$ cat src/rtl/fb_scan_reader_if.sv
// Bus between the VGA timing counters, the image memory and the pixel output of fb_scan_reader.
interface fb_scan_reader_if #(
  parameter int unsigned PIX_W  = 8,
  parameter int unsigned ADDR_W = 18
);
  logic              Done;
  logic [9:0]        H_Count_Value;
  logic [9:0]        V_Count_Value;
  logic [ADDR_W-1:0] mem_addr;
  logic              mem_rd;
  logic [PIX_W-1:0]  mem_data;
  logic [PIX_W-1:0]  R;
  logic [PIX_W-1:0]  G;
  logic [PIX_W-1:0]  B;

  // Scan reader side: consumes counters and read data, drives reads and pixels
  modport master (
    input  Done, H_Count_Value, V_Count_Value, mem_data,
    output mem_addr, mem_rd, R, G, B
  );

  // Environment side: timing generator, memory and display
  modport slave (
    output Done, H_Count_Value, V_Count_Value, mem_data,
    input  mem_addr, mem_rd, R, G, B
  );
endinterface

$ cat src/rtl/fb_scan_reader.sv
// Frame-buffer scan reader: maps the live raster position onto image memory
// addresses (offset window, integer upscale) and returns the pixel with a fixed
// MEM_LAT+2 latency, a border value outside the image and zero in blanking.
module fb_scan_reader #(
  parameter int unsigned     H_ACTIVE = 640,
  parameter int unsigned     V_ACTIVE = 480,
  parameter int unsigned     IMG_W    = 320,
  parameter int unsigned     IMG_H    = 240,
  parameter int unsigned     X0       = 0,
  parameter int unsigned     Y0       = 0,
  parameter int unsigned     SCALE    = 2,
  parameter int unsigned     PIX_W    = 8,
  parameter int unsigned     ADDR_W   = 18,
  parameter int unsigned     MEM_LAT  = 1,
  parameter logic [PIX_W-1:0] BORDER  = PIX_W'(8'h10)
) (
  input  logic             clk,
  input  logic             rst,
  fb_scan_reader_if.master bus
);

  localparam int unsigned SPAN_X = IMG_W * SCALE;
  localparam int unsigned SPAN_Y = IMG_H * SCALE;

  typedef enum logic {
    S_WAIT = 1'b0,
    S_SCAN = 1'b1
  } state_e;

  typedef enum logic [1:0] {
    TAG_BLANK  = 2'd0,
    TAG_BORDER = 2'd1,
    TAG_IMAGE  = 2'd2
  } tag_e;

  state_e              r_state;
  state_e              w_state_nxt;

  logic [31:0]         w_h;
  logic [31:0]         w_v;
  logic [31:0]         w_dx;
  logic [31:0]         w_dy;
  logic                w_frame_start;
  logic                w_in_img;
  logic                w_active;
  logic                w_last_col;

  logic [ADDR_W-1:0]   r_line_base;
  logic [ADDR_W-1:0]   r_col;
  logic                r_col_rep;
  logic                r_row_rep;
  logic [ADDR_W-1:0]   r_mem_addr;
  logic                r_mem_rd;
  logic [MEM_LAT:0][1:0] r_tag;
  logic [PIX_W-1:0]    r_pix;

  logic [ADDR_W-1:0]   w_base_cur;
  logic [ADDR_W-1:0]   w_col_cur;
  logic                w_col_rep_cur;
  logic                w_row_rep_cur;
  logic                w_col_rep_last;
  logic                w_row_rep_last;

  logic [ADDR_W-1:0]   w_line_base_nxt;
  logic [ADDR_W-1:0]   w_col_nxt;
  logic                w_col_rep_nxt;
  logic                w_row_rep_nxt;
  logic [ADDR_W-1:0]   w_mem_addr_nxt;
  logic                w_mem_rd_nxt;
  tag_e                w_tag_nxt;

  // Raster position decode; offsets wrap below the window so one compare covers both edges
  assign w_h           = 32'(bus.H_Count_Value);
  assign w_v           = 32'(bus.V_Count_Value);
  assign w_dx          = w_h - 32'(X0);
  assign w_dy          = w_v - 32'(Y0);
  assign w_frame_start = (bus.H_Count_Value == 10'd0) && (bus.V_Count_Value == 10'd0);
  assign w_in_img      = (w_dx < 32'(SPAN_X)) && (w_dy < 32'(SPAN_Y));
  assign w_last_col    = (w_dx == 32'(SPAN_X - 1));
  assign w_active      = (w_h < 32'(H_ACTIVE)) && (w_v < 32'(V_ACTIVE));

  // Scan registers as seen this cycle: frame start restarts the walk at address 0
  assign w_base_cur     = w_frame_start ? '0 : r_line_base;
  assign w_col_cur      = w_frame_start ? '0 : r_col;
  assign w_col_rep_cur  = w_frame_start ? 1'b0 : r_col_rep;
  assign w_row_rep_cur  = w_frame_start ? 1'b0 : r_row_rep;
  assign w_col_rep_last = (SCALE == 1) || w_col_rep_cur;
  assign w_row_rep_last = (SCALE == 1) || w_row_rep_cur;

  // State register
  always_ff @(posedge clk) begin
    if (rst) r_state <= S_WAIT;
    else     r_state <= w_state_nxt;
  end

  // Image/border mode only changes at frame start so a frame never tears
  always_comb begin
    w_state_nxt = r_state;
    if (w_frame_start) w_state_nxt = bus.Done ? S_SCAN : S_WAIT;
  end

  // Address walk and pixel class for the current raster position
  always_comb begin
    w_line_base_nxt = w_base_cur;
    w_col_nxt       = w_col_cur;
    w_col_rep_nxt   = w_col_rep_cur;
    w_row_rep_nxt   = w_row_rep_cur;
    w_mem_rd_nxt    = 1'b0;
    w_mem_addr_nxt  = r_mem_addr;
    w_tag_nxt       = TAG_BLANK;
    if (w_in_img && (w_state_nxt == S_SCAN)) begin
      w_tag_nxt      = TAG_IMAGE;
      w_mem_rd_nxt   = 1'b1;
      w_mem_addr_nxt = w_base_cur + w_col_cur;
      if (w_last_col) begin
        w_col_nxt     = '0;
        w_col_rep_nxt = 1'b0;
        if (w_row_rep_last) begin
          w_row_rep_nxt   = 1'b0;
          w_line_base_nxt = w_base_cur + ADDR_W'(IMG_W);
        end else begin
          w_row_rep_nxt = 1'b1;
        end
      end else if (w_col_rep_last) begin
        w_col_rep_nxt = 1'b0;
        w_col_nxt     = w_col_cur + ADDR_W'(1);
      end else begin
        w_col_rep_nxt = 1'b1;
      end
    end else if (w_active) begin
      w_tag_nxt = TAG_BORDER;
    end
  end

  // Scan registers, read request and class tag delay line
  always_ff @(posedge clk) begin
    if (rst) begin
      r_line_base <= '0;
      r_col       <= '0;
      r_col_rep   <= 1'b0;
      r_row_rep   <= 1'b0;
      r_mem_addr  <= '0;
      r_mem_rd    <= 1'b0;
      r_tag       <= '0;
    end else begin
      r_line_base <= w_line_base_nxt;
      r_col       <= w_col_nxt;
      r_col_rep   <= w_col_rep_nxt;
      r_row_rep   <= w_row_rep_nxt;
      r_mem_addr  <= w_mem_addr_nxt;
      r_mem_rd    <= w_mem_rd_nxt;
      r_tag       <= {r_tag[MEM_LAT-1:0], w_tag_nxt};
    end
  end

  // Output pixel selected by the tag that lines up with the returning read data
  always_ff @(posedge clk) begin
    if (rst)                                r_pix <= '0;
    else if (r_tag[MEM_LAT] == TAG_IMAGE)   r_pix <= bus.mem_data;
    else if (r_tag[MEM_LAT] == TAG_BORDER)  r_pix <= BORDER;
    else                                    r_pix <= '0;
  end

  assign bus.mem_addr = r_mem_addr;
  assign bus.mem_rd   = r_mem_rd;
  assign bus.R        = r_pix;
  assign bus.G        = r_pix;
  assign bus.B        = r_pix;

endmodule

$ cat src/flat_wrapper.sv
// flat-port wrapper written by rule: the top's interface ports become plain ports
module fb_scan_reader_flat 
#(
  parameter int unsigned     H_ACTIVE = 640,
  parameter int unsigned     V_ACTIVE = 480,
  parameter int unsigned     IMG_W    = 320,
  parameter int unsigned     IMG_H    = 240,
  parameter int unsigned     X0       = 0,
  parameter int unsigned     Y0       = 0,
  parameter int unsigned     SCALE    = 2,
  parameter int unsigned     PIX_W    = 8,
  parameter int unsigned     ADDR_W   = 18,
  parameter int unsigned     MEM_LAT  = 1,
  parameter logic [PIX_W-1:0] BORDER  = PIX_W'(8'h10)
)
  (clk, rst, bus_Done, bus_H_Count_Value, bus_V_Count_Value, bus_mem_data, bus_mem_addr, bus_mem_rd, bus_R, bus_G, bus_B);
  fb_scan_reader_if #(.PIX_W(PIX_W), .ADDR_W(ADDR_W)) bus_i ();
  input  logic clk;
  input  logic rst;
  input wire logic [$bits(bus_i.Done)-1:0] bus_Done;
  input wire logic [$bits(bus_i.H_Count_Value)-1:0] bus_H_Count_Value;
  input wire logic [$bits(bus_i.V_Count_Value)-1:0] bus_V_Count_Value;
  input wire logic [$bits(bus_i.mem_data)-1:0] bus_mem_data;
  output wire logic [$bits(bus_i.mem_addr)-1:0] bus_mem_addr;
  output wire logic [$bits(bus_i.mem_rd)-1:0] bus_mem_rd;
  output wire logic [$bits(bus_i.R)-1:0] bus_R;
  output wire logic [$bits(bus_i.G)-1:0] bus_G;
  output wire logic [$bits(bus_i.B)-1:0] bus_B;
  assign bus_i.Done = bus_Done;
  assign bus_i.H_Count_Value = bus_H_Count_Value;
  assign bus_i.V_Count_Value = bus_V_Count_Value;
  assign bus_i.mem_data = bus_mem_data;
  assign bus_mem_addr = bus_i.mem_addr;
  assign bus_mem_rd = bus_i.mem_rd;
  assign bus_R = bus_i.R;
  assign bus_G = bus_i.G;
  assign bus_B = bus_i.B;
  fb_scan_reader #(.H_ACTIVE(H_ACTIVE), .V_ACTIVE(V_ACTIVE), .IMG_W(IMG_W), .IMG_H(IMG_H), .X0(X0), .Y0(Y0), .SCALE(SCALE), .PIX_W(PIX_W), .ADDR_W(ADDR_W), .MEM_LAT(MEM_LAT), .BORDER(BORDER)) u_core (.clk(clk), .rst(rst), .bus(bus_i));
endmodule
$ cat config.mk
export PLATFORM = sky130hd
export DESIGN_NAME = fb_scan_reader_flat
export DESIGN_NICKNAME = d
export VERILOG_FILES = /design/src/rtl/fb_scan_reader_if.sv /design/src/rtl/fb_scan_reader.sv /design/src/flat_wrapper.sv
export SDC_FILE = /design/constraint.sdc
export NUM_CORES = 1
export LEC_CHECK = 0
export BUFFER_PORTS_ARGS = -buffer_cell sky130_fd_sc_hd__clkbuf_2
export CORE_ASPECT_RATIO = 0.9
export CORE_UTILIZATION = 30
export DETAILED_ROUTE_END_ITERATION = 7
export HOLD_SLACK_MARGIN = 0.08
export PLACE_DENSITY = 0.53
export SETUP_SLACK_MARGIN = 0.02
export SYNTH_ARGS = -nofsm -noshare
export SYNTH_HDL_FRONTEND = slang
export SYNTH_SLANG_ARGS = --single-unit
$ cat constraint.sdc
create_clock -name clk -period 7.85 [get_ports clk]
set_clock_uncertainty 0.05 [all_clocks]
set_input_delay 1.1775 -clock clk [delete_from_list [all_inputs] [get_ports clk]]
set_output_delay 1.1775 -clock clk [all_outputs]
set_load 0.03 [all_outputs]
==> flow_metrics.py, run 1 <==
metrics = {
    "power": {
        "ir_drop_mv": 0.0891,
        "power_density_mw_per_mm2": 163,
        "p_leak_nw": 1.95,
    },
    "clock_network": {
        "post_cts_buffers": 0,
        "ctsResizeCount": 0,
        "cts.sinks": 69,
        "root_buffer": "clkbuf_16",
        "cts_max_path_buffers": 2,
        "htreeDepth": 3,
        "tritoncts": "done",
        "path_clk_slew_ns": 0.06,
        "insertion_delay_ns": 0.34,
        "cts_buffers": 9,
        "hold_buffers": 0,
    },
    "timing": {
        "fmax_ghz": 0.215,
        "finalMaxSlewViolations": 0,
        "relSlewSlack_pct": 55.4,
        "tightest_slew_ns": 0.662,
        "timing.hold.ws_ns": 0.401,
        "layout_setup_ws_ns": 3.21,
        "fin_crit_sh_pct": 59.1,
        "rsz0062_at_grt": "false",
        "hold_viol": 0,
        "setup_tns_ns": 0,
        "finalSetupViolations": 0,
        "fin_crit_ns": 4.64,
    },
    "grt": {
        "grt_overflow": 0,
        "grt_max_degree": 48,
        "grt_antenna_before_repair": 0,
        "grt_pass1_vias": 3106,
        "grt_pass1_wl_um": 15600,
        "grt_usage_pct": 15.3,
    },
    "floorplan": {
        "fp.dieH_um": 110,
        "die_x_um": 122,
        "io_pins": 74,
        "start_util_pct": 31.4,
        "rows": 38,
        "design.die.area_mm2": 0.0133,
        "coreArea_mm2": 0.0123,
    },
    "drt": {
        "postRouteAntennaNets": 0,
        "drt_pass1_iterations": 4,
        "wl_per_cell_um": 14.1,
        "vias_per_cell": 4.94,
        "routed_wl_um": 9550,
        "first_iter_violations": 141,
        "vias": 3350,
        "drc_errors": 0,
    },
    "logic_synthesis": {
        "ys_async_sr_fraction_pct": 0,
        "seq_area_frac_synth_pct": 35.8,
        "synthTopCellsByArea": "dfxtp_1 36%, and2_1 6.3%, ha_1 6.2%",
        "ys_ff_latch": 69,
        "avgSynthCellArea_um2": 8.45,
        "synth_area_mm2": 0.00386,
        "yosys_warnings": 0,
        "synthCells": 457,
        "synth.largest_area_cell": "dfxtp_1",
        "yosysTopAreaCellShare_pct": 35.8,
        "ys.flop_type": "dfxtp_1",
        "synth_edf_count": 0,
        "synth_fp_nets": 508,
        "ys_types": 55,
    },
    "setup_path": {
        "worstReg2RegEnd": "u_core.bus.mem_addr[17]",
        "cp_common_cell": "a21oi_1",
        "r2r_cells": 9,
        "r2r_start": "u_core.r_col[1]",
        "critPathSlowestCell": "or2_2",
        "start_kind": "input port",
        "path_delay_family": "simple AND/OR/NAND/NOR gates",
        "reg2reg_slack_ns": 4.91,
        "worst-path-max-fanout": 34,
        "path_class": "in -> reg",
        "crit_chain": "clkbuf_2 -> nor4_2 -> nand3_2 -> or2_2 -> and2_1 -> ha_1 -> fa_1 -> a21oi_1 -> o211ai_1 -> a41oi_1 -> a21oi_1 -> nor4b_1 -> nor4_1 -> nor3_1",
        "crit_path_end_kind": "flop",
        "cp_data_arrival_time_ns": 4.85,
        "worst_ep_required_time_ns": 8.06,
        "critPathBufInv": 1,
        "crit_path_max_incr_delay_ns": 0.56,
    },
    "place": {
        "hpwl_um": 7290,
        "preCtsSetupSlack_ns": 2.88,
        "place_congestion": 0.850,
        "portBuffers": 73,
        "place_inst": 663,
    },
    "hold_path": {
        "hold_path.class": "reg -> reg",
        "min-delay-start": "u_core.r_tag[0]",
        "hold_depth": 1,
        "min_to": "u_core.r_tag[2]",
    },
    "status": {
        "status": "finished, final reports clean",
    },
    "layout": {
        "fin_util_pct": 36.7,
        "num-nets-final": 565,
        "drive_gt1_share_pct": 19.9,
        "antenna_cells": 0,
        "stdcell_count": 678,
        "areaGrowthSynthToFinish_pct": 17.1,
        "fill_cells": 1253,
    },
    "job": {
        "drv_cap": 0,
    },
}
worst reg2reg max path, stage by stage, from the launching register on:
cell and delay [ns]:
dfxtp_1 0.42, and2_1 0.25, ha_1 0.28, a211oi_1 0.29, o21bai_1 0.15, a211oi_1 0.36
o211ai_1 0.23, a2111oi_0 0.53, or3_1 0.19, a31oi_1 0.07
per-layer routing:
layer	vias to the layer above	global-route usage [%]	part of all wire, %
li1	1688	-	-
met1	1557	20.2	51
met2	93	24.1	42
met3	12	4.25	5.2
met4	0	4.85	1.5
met5	-	0	0
sequential cells by signal, indices dropped and copies added (netlist names):
name and count:
u_core.r_col 18, u_core.bus.mem_addr 18, u_core.r_row_rep 1, u_core.r_line_base 18
u_core.r_state 1, u_core.bus.B 8, u_core.r_tag 4, u_core.r_col_rep 1
synth_stat cells, types with 2 or more instances:
cell,n
xor2_1,21
or4_1,2
nor3b_1,4
nor4_2,5
a21o_1,8
dfxtp_1,69
xnor2_1,15
a21oi_1,28
and3_1,2
nand3_1,20
nand4b_1,4
nand4_1,8
nor2_1,47
nand2_1,40
inv_1,10
o21ai_0,11
o21bai_1,3
buf_4,16
or2_2,3
nor2b_1,11
buf_2,3
o211ai_1,4
nand3b_1,3
nor4_1,5
and2_1,39
nand2_2,2
a211oi_1,6
nand2b_1,6
o21a_1,2
or3_1,3
a2111oi_0,2
clkbuf_1,9
nor3_1,6
ha_1,19
worst max path at each step:
stage | from | endpoint | depth (start not counted)
3_5_place_dp | bus_H_Count_Value[9] | u_core.bus.mem_addr[14] | 14
2_1_floorplan | bus_V_Count_Value[8] | u_core.bus.mem_addr[14] | 15
5_1_grt | bus_V_Count_Value[8] | u_core.bus.mem_addr[14] | 14
6_report | bus_H_Count_Value[9] | u_core.bus.mem_addr[14] | 14
4_1_cts | bus_H_Count_Value[9] | u_core.bus.mem_addr[14] | 14
3_3_place_gp | bus_H_Count_Value[8] | u_core.bus.mem_addr[14] | 14
power breakdown:
group | internal [mW] | total [mW] | switching (mW)
Sequential | 0.351 | 0.351 | 0.000262
Clock | 0.220 | 0.363 | 0.144
Combinational | 0.00820 | 0.0213 | 0.0131
area by class of cell:
type,count,area (um2),area share (%)
well taps,160,200,4.43
repair buffers,75,380,8.41
clock buffers,13,250,5.53
clock inverters,2,10.0,0.221
flip-flops and latches,69,1380,30.5
inverters,10,37.5,0.830
multi-input cells,349,2260,50.0
metrics by stage:
| step | power (mW) | instance area (um2) |
|---|---|---|
| after global routing | 0.765 | 4520 |
| after detailed placement | 0.380 | 4260 |
| after floorplan | 0.368 | 3860 |
| final | 0.736 | 4520 |
| after global placement | 0.380 | 4260 |
| after CTS | 0.748 | 4520 |
cells by family (layout without fill, tap and decap cells):
| kind of cell | Yosys count | after routing | share of synthesized area (%) |
|---|---|---|---|
| buffers and inverters | 39 | 100 | 5.64 |
| AO/OA/AOI/OAI | 76 | 76 | 12.7 |
| flip-flops | 69 | 69 | 35.8 |
| AND/OR/NAND/NOR | 216 | 216 | 30.8 |
| adder cells (fa/ha/maj) | 20 | 20 | 6.68 |
| XOR/XNOR | 36 | 36 | 8.17 |
| multiplexers | 1 | 1 | 0.259 |
cells in the final DEF, fill, tap and decap left out, types with 8 or more instances in the layout:
cell type	netlist	final
clkbuf_2	0	73
dfxtp_1	69	69
nor2_1	47	47
nand2_1	40	40
and2_1	39	39
a21oi_1	28	28
xor2_1	21	21
nand3_1	20	20
ha_1	19	19
xnor2_1	15	15
o21ai_0	11	11
nor2b_1	11	11
inv_1	10	10
clkbuf_16	0	9
nand4_1	8	8
a21o_1	8	8
Note: power is estimated with default switching activity, not from simulation.
==> inputs of run 2 (changes only) <==
- clock period: 7.85 -> 4.7 ns (I/O delays scaled with it)
==> flow_metrics.py, run 2 (synthesis gave the netlist of run 1 again) <==
metrics = {
    "timing": {
        "hold_viol": 0,
        "layout_setup_ws_ns": 0.646,
        "fin_crit_sh_pct": 86.3,
        "finalSetupViolations": 0,
        "relSlewSlack_pct": 55.1,
        "finalMaxSlewViolations": 0,
        "fin_crit_ns": 4.05,
        "rsz0062_at_grt": "false",
        "fmax_ghz": 0.247,
        "setup_tns_ns": 0,
        "tightest_slew_ns": 0.668,
    },
    "drt": {
        "routed_wl_um": 9430,
        "wl_per_cell_um": 13.9,
        "vias": 3301,
        "vias_per_cell": 4.87,
        "drc_errors": 0,
        "postRouteAntennaNets": 0,
        "first_iter_violations": 154,
        "drt_pass1_iterations": 5,
    },
    "clock_network": {
        "tritoncts": "done",
        "root_buffer": "clkbuf_16",
        "hold_buffers": 0,
        "cts_max_path_buffers": 2,
        "post_cts_buffers": 0,
        "insertion_delay_ns": 0.34,
        "cts.sinks": 69,
        "cts_buffers": 9,
        "htreeDepth": 3,
        "ctsResizeCount": 0,
        "path_clk_slew_ns": 0.06,
    },
    "layout": {
        "fill_cells": 1271,
        "layout_common_cells": "73 x clkbuf_2, 69 x dfxtp_1, 47 x nor2_1, 40 x nand2_1, 39 x and2_1",
        "final_common_cell": "clkbuf_2",
        "drive_gt1_share_pct": 20.5,
        "num-nets-final": 566,
        "antenna_cells": 0,
        "areaGrowthSynthToFinish_pct": 18.0,
    },
    "power": {
        "power_density_mw_per_mm2": 280,
        "p_leak_nw": 1.97,
        "ir_drop_mv": 0.157,
    },
    "setup_path": {
        "crit_path_end_kind": "flop",
        "worst-path-max-fanout": 24,
        "cp_data_arrival_time_ns": 4.26,
        "path_class": "in -> reg",
        "start_kind": "input port",
        "worst_ep_required_time_ns": 4.91,
    },
    "floorplan": {
        "die_x_um": 122,
        "io_pins": 74,
        "start_util_pct": 31.4,
        "coreArea_mm2": 0.0123,
        "rows": 38,
        "design.die.area_mm2": 0.0133,
        "fp.dieH_um": 110,
    },
    "grt": {
        "grt_usage_pct": 15.4,
        "grt_pass1_vias": 3151,
        "grt_antenna_before_repair": 0,
        "grt_overflow": 0,
        "grt_pass1_wl_um": 15600,
        "grt_max_degree": 28,
    },
    "place": {
        "portBuffers": 73,
        "hpwl_um": 7300,
        "place_congestion": 0.832,
        "preCtsSetupSlack_ns": 0.301,
    },
    "job": {
        "drv_cap": 0,
    },
    "status": {
        "status": "finished, final reports clean",
    },
    "hold_path": {
        "hold_path.class": "reg -> reg",
    },
}
[run 2: changes by cell type in the layout (fill, tap and decap cells not counted)]
cell,change
buf_4,+1
clkinv_2,-1
clkbuf_8,+3
clkbuf_1,-3
[run 2: power breakdown]
group / switching, mW / leakage [nW] / internal, mW / total, mW
combinational: 0.0217 / 1.27 / 0.0137 / 0.0354
sequential: 0.000383 / 0.556 / 0.586 / 0.587
clock: 0.244 / 0.144 / 0.408 / 0.651
total: 0.266 / 1.97 / 1.01 / 1.27
[run 2: critical path: stages]
cell and delay (ns):
clkbuf_2 0.11, nor4_2 0.30, nand3_2 0.18, or2_2 0.50, and2_1 0.28, ha_1 0.31, a211oi_1 0.28, o21bai_1 0.14
a211oi_1 0.33, o211ai_1 0.22, a2111oi_0 0.56, o21ai_0 0.14, a31oi_1 0.20
[run 2: final timing paths]
check	from	cells after the start	slack, ns	endpoint
setup / recovery	bus_H_Count_Value[9]	13	0.65	u_core.bus.mem_addr[17]
hold / removal	u_core.r_tag[0]	1	0.39	u_core.r_tag[2]
setup reg to reg	u_core.r_col[1]	9	1.74	u_core.bus.mem_addr[17]
hold reg to reg	u_core.r_tag[0]	1	0.39	u_core.r_tag[2]
[run 2: per-layer routing]
layer  vias up  GRT usage, %  wire, um
met5         -             0         0
met4         0          4.67       111
met3        11          4.41       438
met2        80          23.5      3920
met1      1519          20.9      4970
li1       1691             -         -
[run 2: area by class of cell]
| cell class | instances | area, um2 | area share [%] |
|---|---|---|---|
| clock buffer | 13 | 280 | 6.15 |
| clock inverter | 1 | 5.00 | 0.110 |
| inverter | 10 | 37.5 | 0.824 |
| multi-input combinational | 349 | 2260 | 49.7 |
| sequential | 69 | 1380 | 30.3 |
| tap | 160 | 200 | 4.40 |
| timing repair buffer | 76 | 388 | 8.52 |
[run 2: stage by stage]
step	area [um2]	total power [mW]	util, %	std cells	hold slack (ns)
2_1_floorplan	3860	0.614	-	457	0.364
3_3_place_gp	4270	0.634	34.7	664	0.377
3_5_place_dp	4270	0.635	34.7	664	0.370
4_1_cts	4550	1.29	37.0	678	0.386
5_1_grt	4550	1.32	37.0	678	0.413
6_report	4550	1.27	37.0	678	0.386
